==> src/rtl/rr_arbiter8_if.sv <==
// rr_arbiter8_if: request/grant bundle between eight requesters and the
// round-robin arbiter.
//   req     : per-requester request levels (requester side drives)
//   grant   : registered one-hot / zero grant vector (arbiter drives)
//   busy    : OR of grant
//   preempt : one-cycle pulse after a hold-limit revocation
//   ptr     : index searched first at the next arbitration
interface rr_arbiter8_if;
    logic [7:0] req;
    logic [7:0] grant;
    logic       busy;
    logic       preempt;
    logic [2:0] ptr;

    // Requester side
    modport master (
        output req,
        input  grant, busy, preempt, ptr
    );

    // Arbiter side
    modport slave (
        input  req,
        output grant, busy, preempt, ptr
    );
endinterface

==> src/rtl/rr_arbiter8.sv <==
// rr_arbiter8: eight-requester round-robin arbiter with bounded grant hold.
// The grant vector feeds an 8-to-3 encoder, so it is only ever zero or
// exactly one-hot; busy separates "nothing granted" from "requester 0".
// Ports:
//   clk     : clock, all state changes on the rising edge
//   rst_n   : synchronous active-low reset
//   bus     : rr_arbiter8_if.slave (req in; grant, busy, preempt, ptr out)
// Parameter:
//   MAX_HOLD: max consecutive grant cycles per winner (0 = unlimited, <=255)
module rr_arbiter8 #(
    parameter int unsigned MAX_HOLD = 16
) (
    input  logic          clk,
    input  logic          rst_n,
    rr_arbiter8_if.slave  bus
);
    localparam logic [7:0] HOLD_LIM = 8'(MAX_HOLD);
    localparam bit         LIMITED  = (MAX_HOLD != 0);

    typedef enum logic {IDLE, GRANT} state_t;

    state_t     state;
    logic [2:0] ptr_q;
    logic [2:0] w;
    logic [7:0] hcnt;
    logic [7:0] grant_q;
    logic       busy_q;
    logic       preempt_q;
    logic [2:0] win;

    // Rotating priority search: scan offsets from the far end down so the
    // requester closest to ptr (smallest offset) is the last, winning write.
    always_comb begin
        win = ptr_q;
        for (int k = 7; k >= 0; k--) begin
            if (bus.req[ptr_q + 3'(k)]) win = ptr_q + 3'(k);
        end
    end

    always_ff @(posedge clk) begin
        if (!rst_n) begin
            state     <= IDLE;
            ptr_q     <= 3'd0;
            w         <= 3'd0;
            hcnt      <= 8'd0;
            grant_q   <= 8'h00;
            busy_q    <= 1'b0;
            preempt_q <= 1'b0;
        end else begin
            case (state)
                IDLE: begin
                    // preempt only lives for the first idle cycle
                    preempt_q <= 1'b0;
                    if (|bus.req) begin
                        w       <= win;
                        grant_q <= 8'h01 << win;
                        busy_q  <= 1'b1;
                        hcnt    <= 8'd1;
                        state   <= GRANT;
                    end
                end
                GRANT: begin
                    // Release outranks preemption when both hit the same edge.
                    if (!bus.req[w]) begin
                        grant_q   <= 8'h00;
                        busy_q    <= 1'b0;
                        ptr_q     <= w + 3'd1;
                        preempt_q <= 1'b0;
                        state     <= IDLE;
                    end else if (LIMITED && hcnt == HOLD_LIM) begin
                        grant_q   <= 8'h00;
                        busy_q    <= 1'b0;
                        ptr_q     <= w + 3'd1;
                        preempt_q <= 1'b1;
                        state     <= IDLE;
                    end else if (hcnt != 8'hFF) begin
                        // saturates; only reachable when unlimited
                        hcnt <= hcnt + 8'd1;
                    end
                end
                default: state <= IDLE;
            endcase
        end
    end

    assign bus.grant   = grant_q;
    assign bus.busy    = busy_q;
    assign bus.preempt = preempt_q;
    assign bus.ptr     = ptr_q;
endmodule

==> src/flat_wrapper.sv <==
// flat-port wrapper written by rule: the top's interface ports become plain ports
module rr_arbiter8_flat 
#(
    parameter int unsigned MAX_HOLD = 16
)
  (clk, rst_n, bus_req, bus_grant, bus_busy, bus_preempt, bus_ptr);
  rr_arbiter8_if bus_i ();
  input  logic clk;
  input  logic rst_n;
  input wire logic [$bits(bus_i.req)-1:0] bus_req;
  output wire logic [$bits(bus_i.grant)-1:0] bus_grant;
  output wire logic [$bits(bus_i.busy)-1:0] bus_busy;
  output wire logic [$bits(bus_i.preempt)-1:0] bus_preempt;
  output wire logic [$bits(bus_i.ptr)-1:0] bus_ptr;
  assign bus_i.req = bus_req;
  assign bus_grant = bus_i.grant;
  assign bus_busy = bus_i.busy;
  assign bus_preempt = bus_i.preempt;
  assign bus_ptr = bus_i.ptr;
  rr_arbiter8 #(.MAX_HOLD(MAX_HOLD)) u_core (.clk(clk), .rst_n(rst_n), .bus(bus_i));
endmodule
==> config.mk <==
export PLATFORM = sky130hd
export DESIGN_NAME = rr_arbiter8_flat
export DESIGN_NICKNAME = d
export VERILOG_FILES = /design/src/rtl/rr_arbiter8_if.sv /design/src/rtl/rr_arbiter8.sv /design/src/flat_wrapper.sv
export SDC_FILE = /design/constraint.sdc
export NUM_CORES = 1
export LEC_CHECK = 0
export BUFFER_PORTS_ARGS = -buffer_cell sky130_fd_sc_hd__buf_4
export CORE_MARGIN = 2
export CORE_UTILIZATION = 55
export CTS_BUF_LIST = sky130_fd_sc_hd__clkbuf_4 sky130_fd_sc_hd__clkbuf_8
export DETAILED_ROUTE_END_ITERATION = 10
export PLACE_DENSITY_LB_ADDON = 0.1
export SKIP_LAST_GASP = 1
export SYNTH_ARGS = -nofsm -noshare
export SYNTH_HDL_FRONTEND = slang
export SYNTH_SLANG_ARGS = --single-unit
==> constraint.sdc <==
create_clock -name clk -period 3.8 [get_ports clk]
set_input_delay 0.57 -clock clk [delete_from_list [all_inputs] [get_ports clk]]
set_output_delay 0.57 -clock clk [all_outputs]
set_load 0.05 [all_outputs]
==> results of run 1 <==
-- flip-flops by register name (all words and copies together), names as in the netlist --
| signal | cells |
|---|---|
| u_core.state | 1 |
| u_core.bus.busy | 1 |
| u_core.w | 3 |
| u_core.bus.grant | 8 |
| u_core.hcnt | 8 |
| u_core.bus.preempt | 1 |
| u_core.bus.ptr | 3 |
-- area by class of cell --
class	count	area, um2	area share [%]
Timing Repair Buffer	31	233	9.11
Clock buffer	3	41.3	1.62
Clock inverter	1	7.51	0.294
Tap cell	50	62.6	2.45
Sequential cell	25	500	19.6
Multi-Input combinational cell	207	1680	65.8
Inverter	8	30.0	1.18
-- worst max-delay path: cells and delay by family, from the launching register on --
kind	cells	cell delay, ps
simple gates	2	600
fa+ha+maj	1	510
compound gates	3	780
buf+inv	2	200
flops	1	350
mux	2	710
-- synth_stat cells, types with 5 or more instances --
cell,n
nand2_1,28
dfxtp_1,25
nor2_1,24
mux2i_1,23
a21oi_1,15
mux4_2,13
clkbuf_1,11
nand3_1,9
o31ai_1,9
inv_1,7
buf_2,6
mux2_2,6
ha_1,5
o21ai_0,5
xor2_1,5
-- stage by stage --
stage,cell area (um2),setup slack [ps],hold WS [ps]
2_1_floorplan,2330,195,467
3_3_place_gp,2510,708,441
3_5_place_dp,2510,612,447
4_1_cts,2550,582,468
5_1_grt,2550,366,482
6_report,2550,572,461
-- cell families (layout without fill, tap and decap cells) --
group	Yosys count	after routing	share of synthesized area (%)
flops	25	25	21.4
simple gates	87	87	17.9
compound gates	59	59	17.8
mux	47	47	29.7
fa+ha+maj	5	5	2.68
buf+inv	31	43	6.54
xor+xnor	9	9	4.02
-- per-layer routing --
metal / vias to the layer above / track usage [%] / routed length (um)
met2: 64 / 37.4 / 2510
met3: 4 / 3.80 / 408
li1: 1011 / - / -
met5: - / 0 / 0
met1: 961 / 33.7 / 2450
met4: 0 / 2.40 / 29
-- power breakdown --
group / switching (mW) / internal (mW) / total [mW] / leakage, nW
combinational: 0.501 / 0.359 / 0.859 / 0.717
clock: 0.0857 / 0.0743 / 0.160 / 0.0217
sequential: 0.0351 / 0.301 / 0.336 / 0.204
total: 0.622 / 0.733 / 1.36 / 0.942
-- placed cells by master, fill, tap and decap left out, drive strengths merged, types with 8 or more instances in the layout --
| cell type | count |
|---|---|
| o31ai | 9 |
| mux4 | 15 |
| a21oi | 15 |
| nor2 | 24 |
| buf | 31 |
| dfxtp | 25 |
| mux2 | 8 |
| nand3 | 9 |
| mux2i | 24 |
| nand2 | 28 |
-- how the worst max path moves through the flow --
| stage | startpoint | end | slack [ps] | cells past startpoint |
|---|---|---|---|---|
| after floorplan | u_core.bus.ptr[0]$_SDFFE_PN0P_ | u_core.bus.grant[0]$_SDFFE_PN0P_ | 200 | 12 |
| after global placement | u_core.bus.ptr[0]$_SDFFE_PN0P_ | u_core.bus.grant[1]$_SDFFE_PN0P_ | 710 | 9 |
| after detailed placement | u_core.bus.ptr[0]$_SDFFE_PN0P_ | u_core.bus.grant[5]$_SDFFE_PN0P_ | 610 | 10 |
| after CTS | u_core.bus.ptr[0]$_SDFFE_PN0P_ | u_core.bus.grant[5]$_SDFFE_PN0P_ | 580 | 10 |
| after global routing | u_core.bus.ptr[0]$_SDFFE_PN0P_ | u_core.bus.grant[4]$_SDFFE_PN0P_ | 370 | 9 |
| final | u_core.bus.ptr[0]$_SDFFE_PN0P_ | u_core.bus.grant[5]$_SDFFE_PN0P_ | 570 | 10 |
==> results.ini, run 1 <==
[status]
status = finished clean

[clock_network]
clock_path_buffers = 2
path_clk_slew_ps = 90
cts_tree = done
ctsHoldBuffers = 0
root_buffer = clkbuf_8
numCtsBuffers = 3
clock-sinks = 25
htreeDepth = 1
cts_setup_buffers = 0
clk_latency_ps = 270
cts.repair.resized = 0

[min_path]
hp-start = u_core.bus.grant[2]$_SDFFE_PN0P_
hold_depth = 2
hp-class = reg -> reg
min_to = u_core.bus.grant[2]$_SDFFE_PN0P_

[synthesis]
ys_seq_area_share_pct = 21.4
syn_area_um2 = 2330
synthDistinctLibCells = 62
synth_top_area_share_pct = 21.4
ys_warn_count = 0
synth_edf_count = 0
synth_cells = 263
synthArstFlopShare_pct = 0
synth_top_flop_cell = dfxtp_1
synth_top_area_cell = dfxtp_1
syn_nets = 278
ys_top_cells_by_area = dfxtp_1, mux4_2, mux2i_1
synth-seq-cells = 25
syn_avg_cell_area_um2 = 8.87

[pwr]
finalPower_mw = 1.36
p_leak_nw = 0.942
peakVddDrop_v = 0.000231
powerDensity_nw_per_um2 = 530

[routing]
wl_per_cell_um = 16.6
drt_wl_total_mm = 5.40
drc_errors = 0
via_count = 2040
antenna_left = 0
viasPerCell = 6.28
drt_iter0_drc = 152
first_pass_iters = 4

[finish]
final_cell_count_no_fill = 325
drive_above_1_share_pct = 22.5
fillers = 367
postLayoutCoreUtil_pct = 63.4
syn_to_final_growth_pct = 9.49
antenna_cells = 0
final_net_count = 291

[critical_path]
required_ps = 3990
crit_arrival_ps = 3420
crit_fanout = 9
slowest_delay_ps = 510
r2r_cells = 10
path_cells = inv_1 -> buf_4 -> ha_1 -> mux2_2 -> mux2_1 -> o221ai_1 -> nor3_1 -> or4_4 -> a21bo_1 -> o31ai_1
r2r_slack_ps = 570
slowest_stage = ha_1
r2r_end = u_core.bus.grant[5]$_SDFFE_PN0P_
startpoint_type = flop
reg2reg_from = u_core.bus.ptr[0]$_SDFFE_PN0P_
crit_type = reg -> reg
critPathCaptureType = flop

[timing]
tns_ps = 0
tightest_slew_ps = 583
slew_headroom_pct = 61.1
maxSlewViolCount = 0
finalHoldViolCount = 0
rsz0062_at_grt = no
fin_crit_sh_pct = 84.9
setup_violations = 0
min_period_ps = 3230
skew_ps = 7.86
fmax_ghz = 0.310

[global_routing]
track_usage_pct = 23.1
grt_antenna_before_repair = 0
overflow = 0
grt_first_pass_wirelength_mm = 9.18
grt_pass1_vias = 1906
grt_max_degree = 34

[die]
start_util_pct = 57.9
dieArea_um2 = 4780
dieHeight_um = 69.1
coreArea_um2 = 4030
num_io_pins = 23
die-width_um = 69.1
num_rows = 23

[place]
post-place-cells = 321
io_buffers = 22
gp_congestion = 0.842
hpwl_mm = 3.95

[run]
cap_violations = 0

(Power assumes the default switching activity.)
==> run 2: changes to the inputs <==
- clock period: 3.8 -> 2.7 ns (I/O delays scaled with it)
==> run 2 against run 1 <==
Worst hold slack worse by 42 ps. Worst setup slack got worse by 550 ps. Wire length increased by 19%. Total power rose by 70%. Die area did not move. Sequential share of layout area is 2.7 points lower. First-iteration DRC count up 12%. Clock-buffer cell count did not move.
==> results.ini, run 2 (synthesis results as in run 1) <==
[finish]
layout_commonest_cell = buf_4  ; unchanged
fillers = 289  ; was 367
postLayoutCoreUtil_pct = 74.3  ; was 63.4%
syn_to_final_growth_pct = 28.4  ; was 9.49%
regArea_um2 = 505  ; was 500 um2
final_cell_count_no_fill = 354  ; was 325
drive_above_1_share_pct = 38.5  ; was 22.5%
antenna_cells = 0  ; unchanged
multi_input_area_um2 = 1860  ; was 1680 um2
final_net_count = 320  ; was 291
layout_common_cells = buf_4, nand2_1, nor2_1, dfxtp_1, mux2i_1  ; was buf_4, nand2_1, dfxtp_1

[critical_path]
path_cells = clkinvlp_4 -> ha_4 -> mux2_4 -> mux2_4 -> o221ai_4 -> buf_6 -> mux2i_1 -> o22ai_2 -> a21bo_4 -> o31ai_2  ; was inv_1 -> buf_4 -> ha_1 -> mux2_2 -> mux2_1 -> o221ai_1 -> nor3_1 -> or4_4 -> a21bo_1 -> o31ai_1
crit_top_cell = mux2_4
required_ps = 2890  ; was 3990 ps
critPathCaptureType = flop  ; unchanged
slowest_delay_ps = 370  ; was 510 ps
startpoint_type = flop  ; unchanged
slowest_stage = dfxtp_4  ; was ha_1
crit_type = reg -> reg  ; unchanged
crit_fanout = 6  ; was 9
crit_arrival_ps = 2870  ; was 3420 ps

[timing]
setup_violations = 0  ; unchanged
slew_headroom_pct = 61.4  ; was 61.1%
min_period_ps = 2670  ; was 3230 ps
rsz0062_at_grt = yes  ; was no
fin_crit_sh_pct = 99.0  ; was 84.9%
tightest_slew_ps = 578  ; was 583 ps
finalHoldViolCount = 0  ; unchanged
fmax_ghz = 0.374  ; was 0.310 GHz
maxSlewViolCount = 0  ; unchanged
skew_ps = 7.56  ; was 7.86 ps

[pwr]
switching_share_pct = 44.7  ; was 45.9%
p_int_mw = 1.28  ; was 733 uW
finalPower_mw = 2.31  ; was 1.36 mW
peakVddDrop_v = 0.000442  ; was 0.000231 V
p_comb_share_pct = 69.8  ; was 63.4%
p_leak_nw = 1.14  ; was 0.942 nW
clockPowerShare_pct = 9.7  ; was 11.8%
powerDensity_nw_per_um2 = 771  ; was 530 nW/um2
power.switching_mw = 1.03  ; was 622 uW
p_seq_share_pct = 20.5  ; was 24.8%

[routing]
first_pass_iters = 4  ; unchanged
wl_per_cell_um = 18.2  ; was 16.6 um
via_count = 2277  ; was 2,040
drc_errors = 0  ; unchanged
drt_iter0_drc = 170  ; was 152
drt_wl_total_mm = 6.43  ; was 5.40 mm
viasPerCell = 6.43  ; was 6.28
antenna_left = 0  ; unchanged

[place]
hpwl_mm = 4.58  ; was 3.95 mm
gp_congestion = 0.987  ; was 0.842
io_buffers = 22  ; unchanged
post-place-cells = 344  ; was 321

[global_routing]
grt_pass1_vias = 2171  ; was 1,906
overflow = 0  ; unchanged
grt_first_pass_wirelength_mm = 10.5  ; was 9.18 mm
grt_antenna_before_repair = 0  ; unchanged
track_usage_pct = 26.5  ; was 23.1%
grt_max_degree = 18  ; was 34

[clock_network]
clock-sinks = 25  ; unchanged
clk_latency_ps = 270  ; about the same
root_buffer = clkbuf_8  ; unchanged
htreeDepth = 1  ; unchanged
numCtsBuffers = 3  ; unchanged
clock_path_buffers = 2  ; unchanged
path_clk_slew_ps = 90  ; about the same
cts_tree = done  ; unchanged

[die]
start_util_pct = 57.9  ; unchanged
die-width_um = 69.1  ; unchanged
coreArea_um2 = 4030  ; unchanged
dieHeight_um = 69.1  ; unchanged
dieArea_um2 = 4780  ; unchanged
num_io_pins = 23  ; unchanged
num_rows = 23  ; unchanged

[status]
status = finished clean  ; unchanged

[min_path]
hp-class = in -> reg  ; was reg -> reg

[run]
cap_violations = 0  ; unchanged

==> run 2: changes by cell type in the layout (fill, tap and decap cells not counted), sizes merged <==
cell / change
buf: +29
==> run 2: power groups by stage <==
stage | Sequential (mW) | Combinational [mW] | Clock, mW
final | 0.474 | 1.61 | 0.224
after detailed placement | 0.481 | 1.38 | 0
after CTS | 0.474 | 1.42 | 0.231
after floorplan | 0.596 | 0.888 | 0
after global routing | 0.483 | 1.71 | 0.246
after global placement | 0.478 | 1.36 | 0
==> run 2: cell type report <==
cell class / instances / share of cell area, %
clock buffers: 3 / 1.38
clock inverters: 1 / 0.209
inverters: 8 / 1.13
multi-input cells: 207 / 62.0
flip-flops and latches: 25 / 16.9
well taps: 50 / 2.09
repair buffers: 60 / 16.3
==> run 2: metal layers <==
layer  vias up  share of wire (%)  track usage [%]
li1       1070                  -                -
met1      1077                 44             37.7
met2       117                 47             41.8
met3        13                8.2             6.73
met4         0                1.0             3.27
met5         -                  0                0
==> run 2: worst paths after layout <==
path / start / to / slack [ps] / depth (start not counted)
max: u_core.bus.ptr[0]$_SDFFE_PN0P_ / u_core.bus.grant[1]$_SDFFE_PN0P_ / 30 / 10
min: rst_n / u_core.bus.preempt$_SDFFE_PN0P_ / 420 / 2
max reg2reg: u_core.bus.ptr[0]$_SDFFE_PN0P_ / u_core.bus.grant[1]$_SDFFE_PN0P_ / 30 / 10
min reg2reg: u_core.bus.grant[0]$_SDFFE_PN0P_ / u_core.bus.grant[0]$_SDFFE_PN0P_ / 460 / 2
==> run 2: worst max-delay path, delay by kind of cell (launching register included) <==
| family | cells | cell delay (ps) |
|---|---|---|
| fa+ha+maj | 1 | 330 |
| flops | 1 | 370 |
| mux | 3 | 850 |
| buf+inv | 2 | 260 |
| compound gates | 4 | 790 |
==> run 2: timing repair <==
| item | 4_1_cts | 5_1_grt |
|---|---|---|
| endpoints found under the setup margin | 8 | 11 |
| hold buffers | 0 | 0 |
| buffers inserted | 3 | 3 |
| resized for setup | 4 | 31 |
| pin swaps | 6 | 5 |
==> run 2: through the flow <==
stage	hold WS (ps)	TNS, ps	setup slack (ps)	cell area, um2
final	419	0	26.2	3000
after global routing	418	-357	-70.5	3000
after CTS	418	0	7.56	2820
after detailed placement	443	-236	-54.2	2740
after global placement	439	0	28.6	2740
after floorplan	467	-3710	-472	2400
==> run 3: changes to the inputs <==
- CORE_UTILIZATION: 55 -> 40
==> run 3 against run 2 <==
Via count fell by 5.7%. Worst setup slack got worse by 17 ps. Wire length fell by 2.1%. First-iteration DRC count fell by 19%. Die area rose by 35%. Core utilization fell by 22 points. Flip-flop and latch count did not move. Total power fell by 4.4%. Non-clock buffer count fell by 5. Critical path depth rose by 1. Clock power rose by 8%.
==> results.ini, run 3 (synthesis results as in run 1) <==
[status]
status = finished clean  ; unchanged

[clock_network]
clock_path_buffers = 2  ; unchanged
htreeDepth = 1  ; unchanged
cts_tree = done  ; unchanged
numCtsBuffers = 3  ; unchanged
clk_latency_ps = 280  ; was 270 ps
clock-sinks = 25  ; unchanged
path_clk_slew_ps = 100  ; was 90 ps
root_buffer = clkbuf_8  ; unchanged

[finish]
layout_common_cells = buf_4, nand2_1, nor2_1, dfxtp_1, mux2i_1  ; unchanged
fillers = 518  ; was 289
drive_above_1_share_pct = 35.5  ; was 38.5%
layout_commonest_cell = buf_4  ; unchanged
multi_input_area_um2 = 1790  ; was 1860 um2
postLayoutCoreUtil_pct = 52.2  ; was 74.3%
final_area_um2 = 2910  ; was 3000 um2
final_net_count = 315  ; was 320
syn_to_final_growth_pct = 24.8  ; was 28.4%
regArea_um2 = 505  ; unchanged
final_cell_count_no_fill = 371  ; was 354
antenna_cells = 0  ; unchanged

[pwr]
powerDensity_nw_per_um2 = 758  ; was 771 nW/um2
finalPower_mw = 2.21  ; was 2.31 mW
p_leak_nw = 1.10  ; was 1.14 nW
peakVddDrop_v = 0.000327  ; was 0.000442 V

[timing]
rsz0062_at_grt = yes  ; unchanged
slew_headroom_pct = 75.8  ; was 61.4%
setup_violations = 0  ; unchanged
tns_ps = 0  ; unchanged
worst_slack_ps = 9.02  ; was 26.2 ps
skew_ps = 3.49  ; was 7.56 ps
min_period_ps = 2690  ; was 2670 ps
fmax_ghz = 0.372  ; was 0.374 GHz
fin_crit_sh_pct = 99.7  ; was 99.0%
holdWs_ps = 413  ; was 419 ps
tightest_slew_ps = 360  ; was 578 ps
finalHoldViolCount = 0  ; unchanged
maxSlewViolCount = 0  ; unchanged

[global_routing]
overflow = 0  ; unchanged
grt_pass1_vias = 2022  ; was 2,171
track_usage_pct = 21.1  ; was 26.5%
grt_antenna_before_repair = 0  ; unchanged
grt_first_pass_wirelength_mm = 10.6  ; was 10.5 mm
grt_max_degree = 24  ; was 18

[min_path]
hp-class = in -> reg  ; unchanged
hp-start = rst_n  ; unchanged

[routing]
drt_iter0_drc = 137  ; was 170
viasPerCell = 5.79  ; was 6.43
first_pass_iters = 4  ; unchanged
drc_errors = 0  ; unchanged
antenna_left = 0  ; unchanged
via_count = 2147  ; was 2,277
drt_wl_total_mm = 6.29  ; was 6.43 mm
wl_per_cell_um = 17.0  ; was 18.2 um

[critical_path]
crit_arrival_ps = 2900  ; was 2870 ps
startpoint_type = flop  ; unchanged
crit_type = reg -> reg  ; unchanged
required_ps = 2910  ; was 2890 ps
crit_fanout = 10  ; was 6
reg2reg_from = u_core.bus.ptr[0]$_SDFFE_PN0P_  ; unchanged
critPathCaptureType = flop  ; unchanged
cp-startpoint = u_core.bus.ptr[0]$_SDFFE_PN0P_  ; unchanged

[die]
num_rows = 27  ; was 23
start_util_pct = 41.9  ; was 57.9%
dieHeight_um = 80.4  ; was 69.1 um
num_io_pins = 23  ; unchanged
die-width_um = 80.4  ; was 69.1 um
coreArea_um2 = 5570  ; was 4030 um2
dieArea_um2 = 6460  ; was 4780 um2

[place]
post-place-cells = 365  ; was 344
hpwl_mm = 4.83  ; was 4.58 mm
io_buffers = 22  ; unchanged
place_ws_ps = -53.1  ; was -54.2 ps
place_area_um2 = 2760  ; was 2740 um2
gp_congestion = 0.837  ; was 0.987

[run]
cap_violations = 0  ; unchanged

run 3: cell count changes in the layout (fill, tap and decap cells not counted), moves of 2 or more:
cell     delta
buf_8       -2
nand3_1     +2
nand3_2     -2
buf_4       -4
mux2i_1     -2
mux2i_2     +2
run 3: power by group:
group | internal, mW | switching (mW) | total (mW)
sequential | 0.425 | 0.0532 | 0.478
clock | 0.108 | 0.134 | 0.243
combinational | 0.686 | 0.800 | 1.49
run 3: worst paths after layout:
path	to	slack [ps]	cells past startpoint
setup reg to reg	u_core.bus.grant[5]$_SDFFE_PN0P_	9	11
setup / recovery	u_core.bus.grant[5]$_SDFFE_PN0P_	9	11
hold reg to reg	u_core.bus.grant[6]$_SDFFE_PN0P_	460	2
hold / removal	u_core.bus.busy$_SDFFE_PN0P_	410	3
run 3: cell type report:
class | count | area share (%)
Multi-Input combinational cell | 207 | 61.5
Sequential cell | 25 | 17.4
Timing Repair Buffer | 55 | 15.1
Tap cell | 72 | 3.09
Clock buffer | 3 | 1.42
Inverter | 8 | 1.16
Clock inverter | 1 | 0.301
run 3: what timing repair did:
action                                  in CTS  in global routing
buffers inserted                             0                  2
hold buffers                                 0                  0
resized for setup                            4                 17
pin swaps                                    6                  1
endpoints found under the setup margin       8                 10
run 3: critical path, cell delays in order (launching register included):
cell,delay (ps)
dfxtp_4,370
clkinvlp_4,100
ha_4,280
buf_12,150
mux2i_2,150
buf_4,140
mux2i_1,110
o2bb2ai_1,70
o31a_1,260
or4_4,540
a21bo_4,250
o31ai_2,190
run 3: per-layer routing:
metal / up-vias / GRT usage [%] / share of wire (%)
met1: 1012 / 32.5 / 48
met2: 71 / 31.3 / 44
met5: - / 0 / 0
met3: 6 / 2.13 / 6.1
met4: 0 / 5.25 / 1.5
li1: 1058 / - / -
